File: src/rtl/segment_sequencer_if.sv
// Handshake bundle between the segment sequencer and its neighbours:
// raw switches and vsync in, segment mask and frame bookkeeping out.
interface segment_sequencer_if;
    logic [7:0] ui_in;
    logic       vsync;
    logic [7:0] led;
    logic [9:0] frame_cnt;
    logic       frame_tick;
    logic       show;

    modport master (
        output ui_in,
        output vsync,
        input  led,
        input  frame_cnt,
        input  frame_tick,
        input  show
    );

    modport slave (
        input  ui_in,
        input  vsync,
        output led,
        output frame_cnt,
        output frame_tick,
        output show
    );
endinterface

File: src/rtl/segment_sequencer.sv
// Control stage for the seven-segment renderer: synchronises and debounces the switches per frame,
// counts frames from vsync and selects between the boot countdown and the live switch pattern.
module segment_sequencer #(
    parameter int unsigned DEBOUNCE_FRAMES = 2,
    parameter int unsigned FRAMES_PER_STEP = 64,
    parameter int unsigned IDLE_FRAMES     = 600
) (
    input  logic                 clk,
    input  logic                 rst_n,
    segment_sequencer_if.slave   bus
);

    typedef enum logic [0:0] {
        ST_COUNTDOWN = 1'b0,
        ST_LIVE      = 1'b1
    } state_t;

    localparam logic [3:0] DB_MAX     = 4'(DEBOUNCE_FRAMES);
    localparam logic [9:0] IDLE_MAX   = 10'(IDLE_FRAMES);
    localparam bit         IDLE_EN    = (IDLE_FRAMES != 0);
    localparam int         STEP_SHIFT = $clog2(FRAMES_PER_STEP);
    localparam logic [7:0] LED_RESET  = 8'h67;

    // Countdown frame table: digits 9..0, then three blinks of the dot.
    function automatic logic [7:0] countdown_seg(input logic [3:0] idx);
        logic [7:0] seg;
        case (idx)
            4'd0:    seg = 8'h67;
            4'd1:    seg = 8'h7F;
            4'd2:    seg = 8'h07;
            4'd3:    seg = 8'h7D;
            4'd4:    seg = 8'h6D;
            4'd5:    seg = 8'h66;
            4'd6:    seg = 8'h4F;
            4'd7:    seg = 8'h5B;
            4'd8:    seg = 8'h06;
            4'd9:    seg = 8'h3F;
            4'd10:   seg = 8'h80;
            4'd11:   seg = 8'h00;
            4'd12:   seg = 8'h80;
            4'd13:   seg = 8'h00;
            4'd14:   seg = 8'h80;
            4'd15:   seg = 8'h00;
            default: seg = 8'h00;
        endcase
        return seg;
    endfunction

    logic [7:0] ui_meta_r;
    logic [7:0] ui_sync_r;
    logic       vs_r;
    logic       frame_tick_r;
    logic [9:0] frame_cnt_r;
    logic [7:0] sample_r;
    logic [7:0] db_r;
    logic [3:0] stable_r;
    logic [9:0] idle_r;
    state_t     state_r;
    logic [7:0] led_r;
    logic       show_r;

    logic [9:0] frame_cnt_s;
    logic [7:0] sample_s;
    logic [7:0] db_s;
    logic [3:0] stable_s;
    logic [9:0] idle_s;
    state_t     state_s;
    logic [7:0] led_s;
    logic       show_s;

    // Next-state logic; everything except the tick detector holds between frame ticks.
    always_comb begin
        frame_cnt_s = frame_cnt_r;
        sample_s    = sample_r;
        db_s        = db_r;
        stable_s    = stable_r;
        idle_s      = idle_r;
        state_s     = state_r;
        led_s       = led_r;
        show_s      = show_r;

        if (frame_tick_r) begin
            frame_cnt_s = frame_cnt_r + 10'd1;
            sample_s    = ui_sync_r;

            if (ui_sync_r == sample_r) begin
                if (stable_r >= DB_MAX) begin
                    stable_s = DB_MAX;
                end else begin
                    stable_s = stable_r + 4'd1;
                end
            end else begin
                stable_s = 4'd1;
            end

            if (stable_s == DB_MAX) begin
                db_s = ui_sync_r;
            end else begin
                db_s = db_r;
            end

            case (state_r)
                ST_COUNTDOWN: begin
                    idle_s = 10'd0;
                    if (db_s != 8'd0) begin
                        state_s = ST_LIVE;
                    end else begin
                        state_s = ST_COUNTDOWN;
                    end
                end
                ST_LIVE: begin
                    if (db_s == 8'd0) begin
                        if (idle_r != 10'h3FF) begin
                            idle_s = idle_r + 10'd1;
                        end else begin
                            idle_s = idle_r;
                        end
                    end else begin
                        idle_s = 10'd0;
                    end
                    // A nonzero db_s always clears idle_s, so an accept beats a timeout here.
                    if (IDLE_EN && (idle_s == IDLE_MAX)) begin
                        state_s     = ST_COUNTDOWN;
                        frame_cnt_s = 10'd0;
                        idle_s      = 10'd0;
                    end else begin
                        state_s = ST_LIVE;
                    end
                end
                default: begin
                    state_s = ST_COUNTDOWN;
                    idle_s  = 10'd0;
                end
            endcase

            if (state_s == ST_LIVE) begin
                led_s = db_s;
            end else begin
                led_s = countdown_seg(4'(frame_cnt_s >> STEP_SHIFT));
            end
            show_s = (state_s == ST_LIVE);
        end else begin
            led_s  = led_r;
            show_s = show_r;
        end
    end

    // Synchroniser, vsync edge detector and all frame-rate state.
    always_ff @(posedge clk or negedge rst_n) begin
        if (!rst_n) begin
            ui_meta_r    <= 8'd0;
            ui_sync_r    <= 8'd0;
            vs_r         <= 1'b0;
            frame_tick_r <= 1'b0;
            frame_cnt_r  <= 10'd0;
            sample_r     <= 8'd0;
            db_r         <= 8'd0;
            stable_r     <= 4'd0;
            idle_r       <= 10'd0;
            state_r      <= ST_COUNTDOWN;
            led_r        <= LED_RESET;
            show_r       <= 1'b0;
        end else begin
            ui_meta_r    <= bus.ui_in;
            ui_sync_r    <= ui_meta_r;
            vs_r         <= bus.vsync;
            frame_tick_r <= bus.vsync & ~vs_r;
            frame_cnt_r  <= frame_cnt_s;
            sample_r     <= sample_s;
            db_r         <= db_s;
            stable_r     <= stable_s;
            idle_r       <= idle_s;
            state_r      <= state_s;
            led_r        <= led_s;
            show_r       <= show_s;
        end
    end

    assign bus.led        = led_r;
    assign bus.frame_cnt  = frame_cnt_r;
    assign bus.frame_tick = frame_tick_r;
    assign bus.show       = show_r;

endmodule

File: src/flat_wrapper.sv
// flat-port wrapper written by rule: the top's interface ports become plain ports
module segment_sequencer_flat 
#(
    parameter int unsigned DEBOUNCE_FRAMES = 2,
    parameter int unsigned FRAMES_PER_STEP = 64,
    parameter int unsigned IDLE_FRAMES     = 600
)
  (clk, rst_n, bus_ui_in, bus_vsync, bus_led, bus_frame_cnt, bus_frame_tick, bus_show);
  segment_sequencer_if bus_i ();
  input  logic clk;
  input  logic rst_n;
  input wire logic [$bits(bus_i.ui_in)-1:0] bus_ui_in;
  input wire logic [$bits(bus_i.vsync)-1:0] bus_vsync;
  output wire logic [$bits(bus_i.led)-1:0] bus_led;
  output wire logic [$bits(bus_i.frame_cnt)-1:0] bus_frame_cnt;
  output wire logic [$bits(bus_i.frame_tick)-1:0] bus_frame_tick;
  output wire logic [$bits(bus_i.show)-1:0] bus_show;
  assign bus_i.ui_in = bus_ui_in;
  assign bus_i.vsync = bus_vsync;
  assign bus_led = bus_i.led;
  assign bus_frame_cnt = bus_i.frame_cnt;
  assign bus_frame_tick = bus_i.frame_tick;
  assign bus_show = bus_i.show;
  segment_sequencer #(.DEBOUNCE_FRAMES(DEBOUNCE_FRAMES), .FRAMES_PER_STEP(FRAMES_PER_STEP), .IDLE_FRAMES(IDLE_FRAMES)) u_core (.clk(clk), .rst_n(rst_n), .bus(bus_i));
endmodule
File: config.mk
export PLATFORM = sky130hd
export DESIGN_NAME = segment_sequencer_flat
export DESIGN_NICKNAME = d
export VERILOG_FILES = /design/src/rtl/segment_sequencer_if.sv /design/src/rtl/segment_sequencer.sv /design/src/flat_wrapper.sv
export SDC_FILE = /design/constraint.sdc
export NUM_CORES = 1
export LEC_CHECK = 0
export ABC_AREA = 1
export CAP_MARGIN = 20
export CORE_MARGIN = 2
export CORE_UTILIZATION = 45
export DETAILED_ROUTE_END_ITERATION = 10
export SETUP_SLACK_MARGIN = 0.05
export SYNTH_ARGS = -nofsm -noshare
export SYNTH_HDL_FRONTEND = slang
export SYNTH_SLANG_ARGS = --single-unit
export TNS_END_PERCENT = 30
File: constraint.sdc
create_clock -name clk -period 3.2 [get_ports clk]
set_input_delay 0.32 -clock clk [delete_from_list [all_inputs] [get_ports clk]]
set_output_delay 0.32 -clock clk [all_outputs]
set_load 0.005 [all_outputs]
Word level (Yosys, flattened, before mapping):

Memories as Yosys holds them, arrays and structs flattened.
Cells that the tools add are included.

* equal/unequal tests: 4
* multiplexer cells: 19
* $lt $le $gt $ge: 1
* $add $sub $neg: 3
* bitwise gates (word level): 3
* reduce and logical (&&, ||, !) cells: 2

Operator list (number)
* 2-to-1 mux 10 bit: 8
* 2-to-1 mux 8 bit: 3
* adder 10 x 1 -> 10 bit (second input constant): 2
* one-hot mux 10 bit (2 select lines): 1
* 2-to-1 mux 4 bit: 3
* == test 10 bit (second input constant): 1
* inequality test 10 bit (second input constant): 1
* == test 8 bit: 1
* logical NOT 8 bit: 1
* nonzero test 8 bit: 1
* adder 4 x 1 -> 4 bit (second input constant): 1
* == test 4 x 2 -> 1 bit (second input constant): 1
* >= comparator 4 x 2 -> 1 bit (second input constant): 1
* 2-to-1 mux 1 bit: 3
* NOT 1 bit: 2
* one-hot mux 1 bit (2 select lines): 1
* AND 1 bit: 1

* flip-flop bits (word level): 67
* output and inout bits: 20
* logic and storage cells: 44
* bits of input ports: 11
* memories kept: 1
* memory bits (read-only): 128

Memory list
* (no name shown): words 16, width 8, rd ports 1, clocked after Yosys merged registers in 0, write ports 0, RTL line segment_sequencer.sv:27 `case (idx)`

Logic depth before layout (Yosys ltp):

Gate-level depths: netlist of run 1.
An unclocked memory read counts as a cell.

* depth after elaboration: 17
* mapped depth: 22
* gate-level depth less buffers: 21

Worst setup path before layout of run 1:

No wires, ideal clock.

* path kind: register -> register
* from: reg u_core.stable_r[0]
* to: reg u_core.led_r[4] (netlist: u_core.bus.led[4])
* stages on the path, launching flop included: 17
* period minus slack after synthesis: 2.302 ns
* data required time: 3.084 ns
* arrival time: 2.185 ns
* setup time: 0.116 ns
* path buffers: 2
* slack: 0.898 ns
* path through: dfrtp_1 -> inv_1 -> ha_1 -> o21ai_4 -> nand4_2 -> buf_6 -> o21ai_0 -> nand2_1 -> nor2_2 -> nand4_1 -> buf_6 -> nand3_2 -> inv_2 -> nand2_2 -> nand3_1 -> nand2_1 -> nand2_1

* longest elaborated chain between the ends: 17
* elaborated cells between the ends (all ways): 23
* those cells by class: add/sub: 1; order compare: 1; eq/ne: 2; mux: 16; reduce/logical: 2; memory: 1

RTL lines
* start, declared: RTL line segment_sequencer.sv:56 `logic [3:0] stable_r;`
* start signal, assigned: RTL line segment_sequencer.sv:171 `stable_r <= stable_s;`
* adder 4 x 1 -> 4 bit / >= comparator 4 x 2 -> 1 bit (equally long branches): RTL line segment_sequencer.sv:90, segment_sequencer.sv:87
* 2-to-1 mux 4 bit *: RTL line segment_sequencer.sv:87 `if (stable_r >= DB_MAX) begin`
* 2-to-1 mux 4 bit *: RTL line segment_sequencer.sv:86 `if (ui_sync_r == sample_r) begin`
* 2-to-1 mux 4 bit *: RTL line segment_sequencer.sv:82 `if (frame_tick_r) begin`
* == test 4 x 2 -> 1 bit *: RTL line segment_sequencer.sv:96 `if (stable_s == DB_MAX) begin`
* 2-to-1 mux 8 bit *: RTL line segment_sequencer.sv:96
* 2-to-1 mux 8 bit *: RTL line segment_sequencer.sv:82
* logical NOT 8 bit: RTL line segment_sequencer.sv:112 `if (db_s == 8'd0) begin`
* 2-to-1 mux 10 bit: RTL line segment_sequencer.sv:112
* 2-to-1 mux 10 bit: RTL line segment_sequencer.sv:102 `case (state_r)`
* 2-to-1 mux 10 bit: RTL line segment_sequencer.sv:82
* == test 10 bit: RTL line segment_sequencer.sv:122 `if (IDLE_EN && (idle_s == IDLE_MAX)) begin`
* 2-to-1 mux 10 bit: RTL line segment_sequencer.sv:122
* 2-to-1 mux 10 bit: RTL line segment_sequencer.sv:102
* 2-to-1 mux 10 bit: RTL line segment_sequencer.sv:82
* memory (16 x 8 bit)
* 2-to-1 mux 8 bit *: RTL line segment_sequencer.sv:136 `if (state_s == ST_LIVE) begin`
* end signal, assigned: RTL line segment_sequencer.sv:174 `led_r <= led_s;`
* end, declared: RTL line segment_sequencer.sv:59 `logic [7:0] led_r;`

Mark *: on every way between the ends. The rest lies on a longest branch, timed or not. The select of a mux whose other input is x is not followed.
A chain may end at the register's enable or synchronous reset.

Final worst setup path of run 1:

* from: reg u_core.stable_r[0]
* to: reg u_core.led_r[3] (netlist: u_core.bus.led[3])

The elaborated chain is that of the path after synthesis.

==> flow_summary.yaml, run 1 <==
clock_network:
  cts.sinks: 67
  cts_buffer_depth: 2
  clk_pin_slew_ps: 80
  htreeDepth: 3
  cts_tree: "built"
  cts_made_buffers: 9
  clk_latency_ps: 350
  cts.root.buffer_cell: "clkbuf_8"
layout:
  final_cells: 570
  fill_cells: 694
  area_growth_pct: 17.0
  postLayoutCoreUtil: 0.549
  most-common-layout-cells: "nand2_1 (139), dfrtp_1 (62), inv_1 (47)"
  antennaDiodeCount: 0
  final-seq-area_um2: 1680
  drive_above_1_share: 0.132
  mostFrequentLayoutCell: "nand2_1"
  nNetsFinal: 481
  multi_input_area_um2: 1470
synthesis:
  netlist_area_um2: 3440
  syn-num-nets: 446
  synth_cells: 431
  yosysWarnings: 0
  ys_ff_latch: 67
  synth_cell_types: 36
  ys_seq_area_frac: 0.489
  avgSynthCellArea_um2: 7.98
global_routing:
  grt_max_degree: 40
  antenna_found_initial: 0
  grt_pass1_wl_mm: 12.4
  grt-ovfl-total: 0
  grtUsageTotal: 0.187
  grt_pass1_vias: 2687
setup_path:
  cp_max_fo: 12
  critical_path_required_ps: 3490
  endpoint_kind: "flop"
  startpoint_type: "flop"
  worst_path_max_delay_cell: "dfrtp_1"
  worstPathCellList: "inv_1, ha_1, o21ai_4, nand4_2, o21ai_0, nand2_1, nor2_2, nand4_1, buf_4, nand2_2, nand2_1, nand2_1, nand3_1, nand2_1"
  cpPeakStageDelay_ps: 360
  critPathArrivalTime_ps: 3130
  crit_buf_inv: 2
  critical_path_class: "reg2reg"
  cpMostUsedCell: "nand2_1"
  cp_top_family: "simple AND/OR/NAND/NOR gates"
sta:
  finalSetupViolations: 0
  fmax_mhz: 352
  grt_setup_unrepaired: "no"
  relSlewSlack: 0.522
  report.final.slew_viol_count: 0
  final.setup.tns_ps: 0
  hold_viol: 0
  tightestPinTransition_ps: 716
  fin_worst_skew_ps: 7.36
  layout_min_cycle_time_ps: 2840
  period_share: 0.888
die:
  rows: 31
  die_area_um2: 8360
  core_um2: 7330
  die_w_um: 91.4
  start_util: 0.469
  ios: 31
  dieHeight_um: 91.4
route:
  postRouteAntennaNets: 0
  top_layer: "met4"
  drt-pass1-iter-count: 4
  met3_wirelength_um: 236
  vias_per_cell: 4.85
  initialDrtViolationCount: 140
  vias: 2767
  drc: 0
  wirelength_mm: 7.08
  wl_per_cell_um: 12.4
  met1Wirelength_mm: 3.43
  route.met2.wl_mm: 3.32
power:
  max-vdd-ir-drop_mv: 0.288
  powerDensity_nw_per_um2: 564
  leakagePower_nw: 1.99
flow_run:
  maxCapViolCount: 0
placed_design:
  routabilityCongestion: 0.863
  place_inst: 554
  io_buffers: 30
  hpwl_mm: 5.10
status:
  status: "finished, final reports clean"
hold_path:
  hold_class: "in2async"
where the power goes:
part | internal [W] | switching, W
combinational | 0.000240 | 0.000278
sequential | 0.000969 | 0.0000935
clock | 0.000356 | 0.000335
total | 0.00157 | 0.000707
sequential cells by signal, summed over array words and instances (netlist names), 4 cells and up:
name / count
u_core.db_r: 8
u_core.ui_meta_r: 8
u_core.ui_sync_r: 8
u_core.bus.frame_cnt: 10
u_core.idle_r: 10
u_core.sample_r: 8
u_core.bus.led: 8
u_core.stable_r: 4
cells in the mapped netlist:
| master | n | area share |
|---|---|---|
| nand3_2 | 1 | 0.0029 |
| inv_1 | 47 | 0.051 |
| clkinv_4 | 1 | 0.0025 |
| a21o_1 | 1 | 0.0022 |
| o2111ai_1 | 1 | 0.0025 |
| a21oi_1 | 6 | 0.0087 |
| inv_2 | 9 | 0.0098 |
| dfstp_2 | 5 | 0.038 |
| o22ai_1 | 4 | 0.0073 |
| nor2_1 | 33 | 0.036 |
| buf_6 | 4 | 0.013 |
| o32ai_1 | 1 | 0.0025 |
| nand3b_1 | 1 | 0.0022 |
| nand4_2 | 1 | 0.0036 |
| buf_2 | 1 | 0.0015 |
| o211ai_2 | 1 | 0.0036 |
| nand2_2 | 10 | 0.018 |
| nor2_2 | 4 | 0.0073 |
| xor2_1 | 9 | 0.023 |
| nand3_1 | 25 | 0.036 |
| nand2_4 | 2 | 0.0065 |
| nand2_1 | 139 | 0.15 |
| clkbuf_1 | 5 | 0.0055 |
| nor3_1 | 2 | 0.0029 |
| dfrtp_1 | 62 | 0.45 |
| clkinv_1 | 1 | 0.0011 |
| nor2_4 | 2 | 0.0065 |
| nand4_1 | 8 | 0.015 |
| xnor2_1 | 3 | 0.0076 |
| ha_1 | 4 | 0.015 |
| nand3_4 | 1 | 0.0051 |
| o21ai_4 | 1 | 0.0047 |
| o211ai_1 | 1 | 0.0022 |
| o21ai_0 | 31 | 0.045 |
| a22o_1 | 1 | 0.0025 |
| or2_2 | 3 | 0.0055 |
final cells by class:
class	instances	area share
multi-input combinational	296	0.364
sequential	67	0.418
timing repair buffer	34	0.0839
tap	99	0.0308
clock inverter	7	0.0171
inverter	58	0.0553
clock buffer	9	0.0308
layer usage:
layer  vias up  track usage
met5         -            0
met4         0       0.0644
met3         7       0.0456
met2        37        0.297
met1      1295        0.250
li1       1428            -
final timing paths:
| path | cells past startpoint | slack [ps] | startpoint | endpoint |
|---|---|---|---|---|
| max | 14 | 360 | u_core.stable_r[0]$_DFFE_PN0P_ | u_core.bus.led[3]$_DFFE_PN0P_ |
| min | 1 | 0.6 | rst_n | u_core.idle_r[6]$_DFFE_PN0P_ |
| max reg2reg | 14 | 360 | u_core.stable_r[0]$_DFFE_PN0P_ | u_core.bus.led[3]$_DFFE_PN0P_ |
| min reg2reg | 0 | 350 | u_core.ui_meta_r[7]$_DFF_PN0_ | u_core.ui_sync_r[7]$_DFF_PN0_ |
| max in group asynchronous | 2 | 2490 | rst_n | u_core.bus.led[2]$_DFFE_PN1P_ |
| min in group clk | 0 | 350 | u_core.ui_meta_r[7]$_DFF_PN0_ | u_core.ui_sync_r[7]$_DFF_PN0_ |
per-stage QoR:
stage | area (um2) | power (W) | hold slack, ps | setup WS, ps
floorplan | 3440 | 0.00137 | 24.4 | 898
CTS | 4030 | 0.00231 | 2.43 | 306
global route | 4030 | 0.00242 | 59.5 | 50.6
finish | 4030 | 0.00227 | 0.617 | 358
detailed placement | 3830 | 0.00160 | 336 | 335
global placement | 3830 | 0.00159 | 332 | 426
cell families (layout without fill, tap and decap cells):
kind of cell	Yosys count	in the layout	synth area share
simple gates	232	232	0.299
buf+inv	68	108	0.0848
flops	67	67	0.489
compound gates	48	48	0.0815
xor+xnor	12	12	0.0306
fa+ha+maj	4	4	0.0146
timing repair:
action,4_1_cts,5_1_grt
resized for setup,0,1
buffers inserted,0,0
endpoints found under the setup margin,0,7
hold buffers,0,0
Note: power is estimated with default switching activity, not from simulation.
==> run 2, diff against run 1 <==
CORE_UTILIZATION = 25   (was 45)
CTS_CLUSTER_DIAMETER = 50   (was default)
==> flow_summary.yaml, run 2 (synthesis results as in run 1) <==
sta:
  relSlewSlack: 0.598
  fmax_mhz: 354
  grt_setup_unrepaired: "no"
  layout_min_cycle_time_ps: 2820
  report.final.slew_viol_count: 0
  final.setup.tns_ps: 0
  hold_viol: 0
  fin_worst_skew_ps: 7.40
  finalSetupViolations: 0
  tightestPinTransition_ps: 603
  period_share: 0.882
placed_design:
  routabilityCongestion: 0.810
  hpwl_mm: 5.19
  io_buffers: 30
layout:
  area_growth_pct: 24.1
  drive_above_1_share: 0.131
  most-common-layout-cells: "nand2_1 (139), dfrtp_1 (62), inv_1 (47)"
  antennaDiodeCount: 0
  final-seq-area_um2: 1680
  multi_input_area_um2: 1470
  postLayoutCoreUtil: 0.320
  nNetsFinal: 482
  mostFrequentLayoutCell: "nand2_1"
  fill_cells: 1402
setup_path:
  cpPeakStageDelay_ps: 380
  startpoint_type: "flop"
  critical_path_required_ps: 3420
  worst_path_max_delay_cell: "dfrtp_1"
  cp_max_fo: 12
  endpoint_kind: "flop"
  critical_path_class: "reg2reg"
  worstPathCellList: "inv_1, ha_1, o21ai_4, nand4_2, o21ai_0, nand2_1, nor2_2, nand4_1, buf_4, nand2_1, nor2_1, nand2_2, nand2_1, nand3_1, nand2_1"
  critPathArrivalTime_ps: 3040
  cpMostUsedCell: "nand2_1"
clock_network:
  clk_pin_slew_ps: 60
  htreeDepth: 3
  cts_made_buffers: 9
  post-cts-setup-buffer-count: 0
  cts_resized: 0
  clk_latency_ps: 330
  cts_buffer_depth: 2
  cts.root.buffer_cell: "clkbuf_16"
  cts.sinks: 67
  cts_tree: "built"
global_routing:
  grtUsageTotal: 0.107
  grt_pass1_wl_mm: 12.7
  grt_pass1_vias: 2769
  antenna_found_initial: 0
  grt_max_degree: 48
  grt-ovfl-total: 0
route:
  met1Wirelength_mm: 3.42
  met3_wirelength_um: 312
  route.met2.wl_mm: 3.40
  wl_per_cell_um: 11.2
  wirelength_mm: 7.23
  vias: 2764
  top_layer: "met4"
  initialDrtViolationCount: 151
  postRouteAntennaNets: 0
  drt-pass1-iter-count: 4
  vias_per_cell: 4.27
  drc: 0
power:
  leakagePower_nw: 2.06
  max-vdd-ir-drop_mv: 0.346
  p_sw_w: 0.000738
  switching_share: 0.273
  p_int_w: 0.00197
  seqPwrFrac: 0.392
  pwr-share-comb: 0.192
  power.clock.fraction: 0.416
  powerDensity_nw_per_um2: 634
flow_run:
  maxCapViolCount: 0
die:
  start_util: 0.258
  die_w_um: 121
  core_um2: 13300
  ios: 31
  die_area_um2: 14700
  rows: 42
  dieHeight_um: 121
hold_path:
  hold_class: "reg2reg"
status:
  status: "finished, final reports clean"
## run 2: cell types whose count changed in the layout (fill, tap and decap cells not counted)
cell,delta
buf_12,-1
buf_4,+1
bufinv_16,+2
clkbuf_16,+9
clkbuf_8,-9
clkinv_2,-1
clkinvlp_4,-1
dlygate4sd3_1,+1
o21ai_0,+1
o21ai_1,-1
## run 2: layout make-up
cell class,instances,share of cell area
Tap cell,176,0.0516
Multi-Input combinational cell,296,0.343
Inverter,58,0.0522
Clock buffer,9,0.0528
Timing Repair Buffer,35,0.0786
Sequential cell,67,0.394
Clock inverter,7,0.0273
## run 2: metal layers
metal  global-route usage  vias up
met1                0.139     1278
met2                0.172       55
li1                     -     1422
met5                    0        -
met4               0.0338        0
met3               0.0315        9
## run 2: path summary, 6_finish.rpt
kind                                                 from                                  end  slack [ps]  depth (start not counted)
max                        u_core.stable_r[0]$_DFFE_PN0P_        u_core.bus.led[3]$_DFFE_PN0P_         380                         15
min                         u_core.ui_meta_r[7]$_DFF_PN0_        u_core.ui_sync_r[7]$_DFF_PN0_         350                          0
max reg2reg                u_core.stable_r[0]$_DFFE_PN0P_        u_core.bus.led[3]$_DFFE_PN0P_         380                         15
min reg2reg                 u_core.ui_meta_r[7]$_DFF_PN0_        u_core.ui_sync_r[7]$_DFF_PN0_         350                          0
max in group asynchronous                           rst_n  u_core.bus.frame_cnt[5]$_DFFE_PN0P_        1750                          3
min in group asynchronous                           rst_n        u_core.ui_sync_r[5]$_DFF_PN0_         470                          2
## run 2: per-stage QoR
stage / power [W] / worst slack [ps] / instance area [um2] / hold WS, ps / std cells
after floorplan: 0.00137 / 898 / 3440 / 24.4 / 431
after global placement: 0.00159 / 588 / 3920 / 293 / 631
after detailed placement: 0.00160 / 450 / 3920 / 302 / 631
after CTS: 0.00274 / 413 / 4270 / 348 / 648
after global routing: 0.00286 / 126 / 4270 / 352 / 648
final: 0.00271 / 379 / 4270 / 346 / 648
## run 2: what timing repair did
item	CTS	global route
endpoints found under the hold margin	20	0
hold buffers	1	0
endpoints found under the setup margin	0	0
## run 2: power by group through the flow
| stage | combinational [W] | clock, W | sequential, W |
|---|---|---|---|
| after detailed placement | 0.000523 | 0 | 0.00108 |
| after floorplan | 0.000308 | 0 | 0.00106 |
| final | 0.000520 | 0.00112 | 0.00106 |
| after global placement | 0.000514 | 0 | 0.00108 |
| after global routing | 0.000595 | 0.00119 | 0.00108 |
| after CTS | 0.000527 | 0.00115 | 0.00106 |
## run 2: worst max-delay path: cells and delay by family, from the launching register on
family | cells | cell delay (ps)
compound gates | 2 | 590
fa+ha+maj | 1 | 350
buf+inv | 2 | 290
flops | 1 | 380
simple gates | 10 | 1080
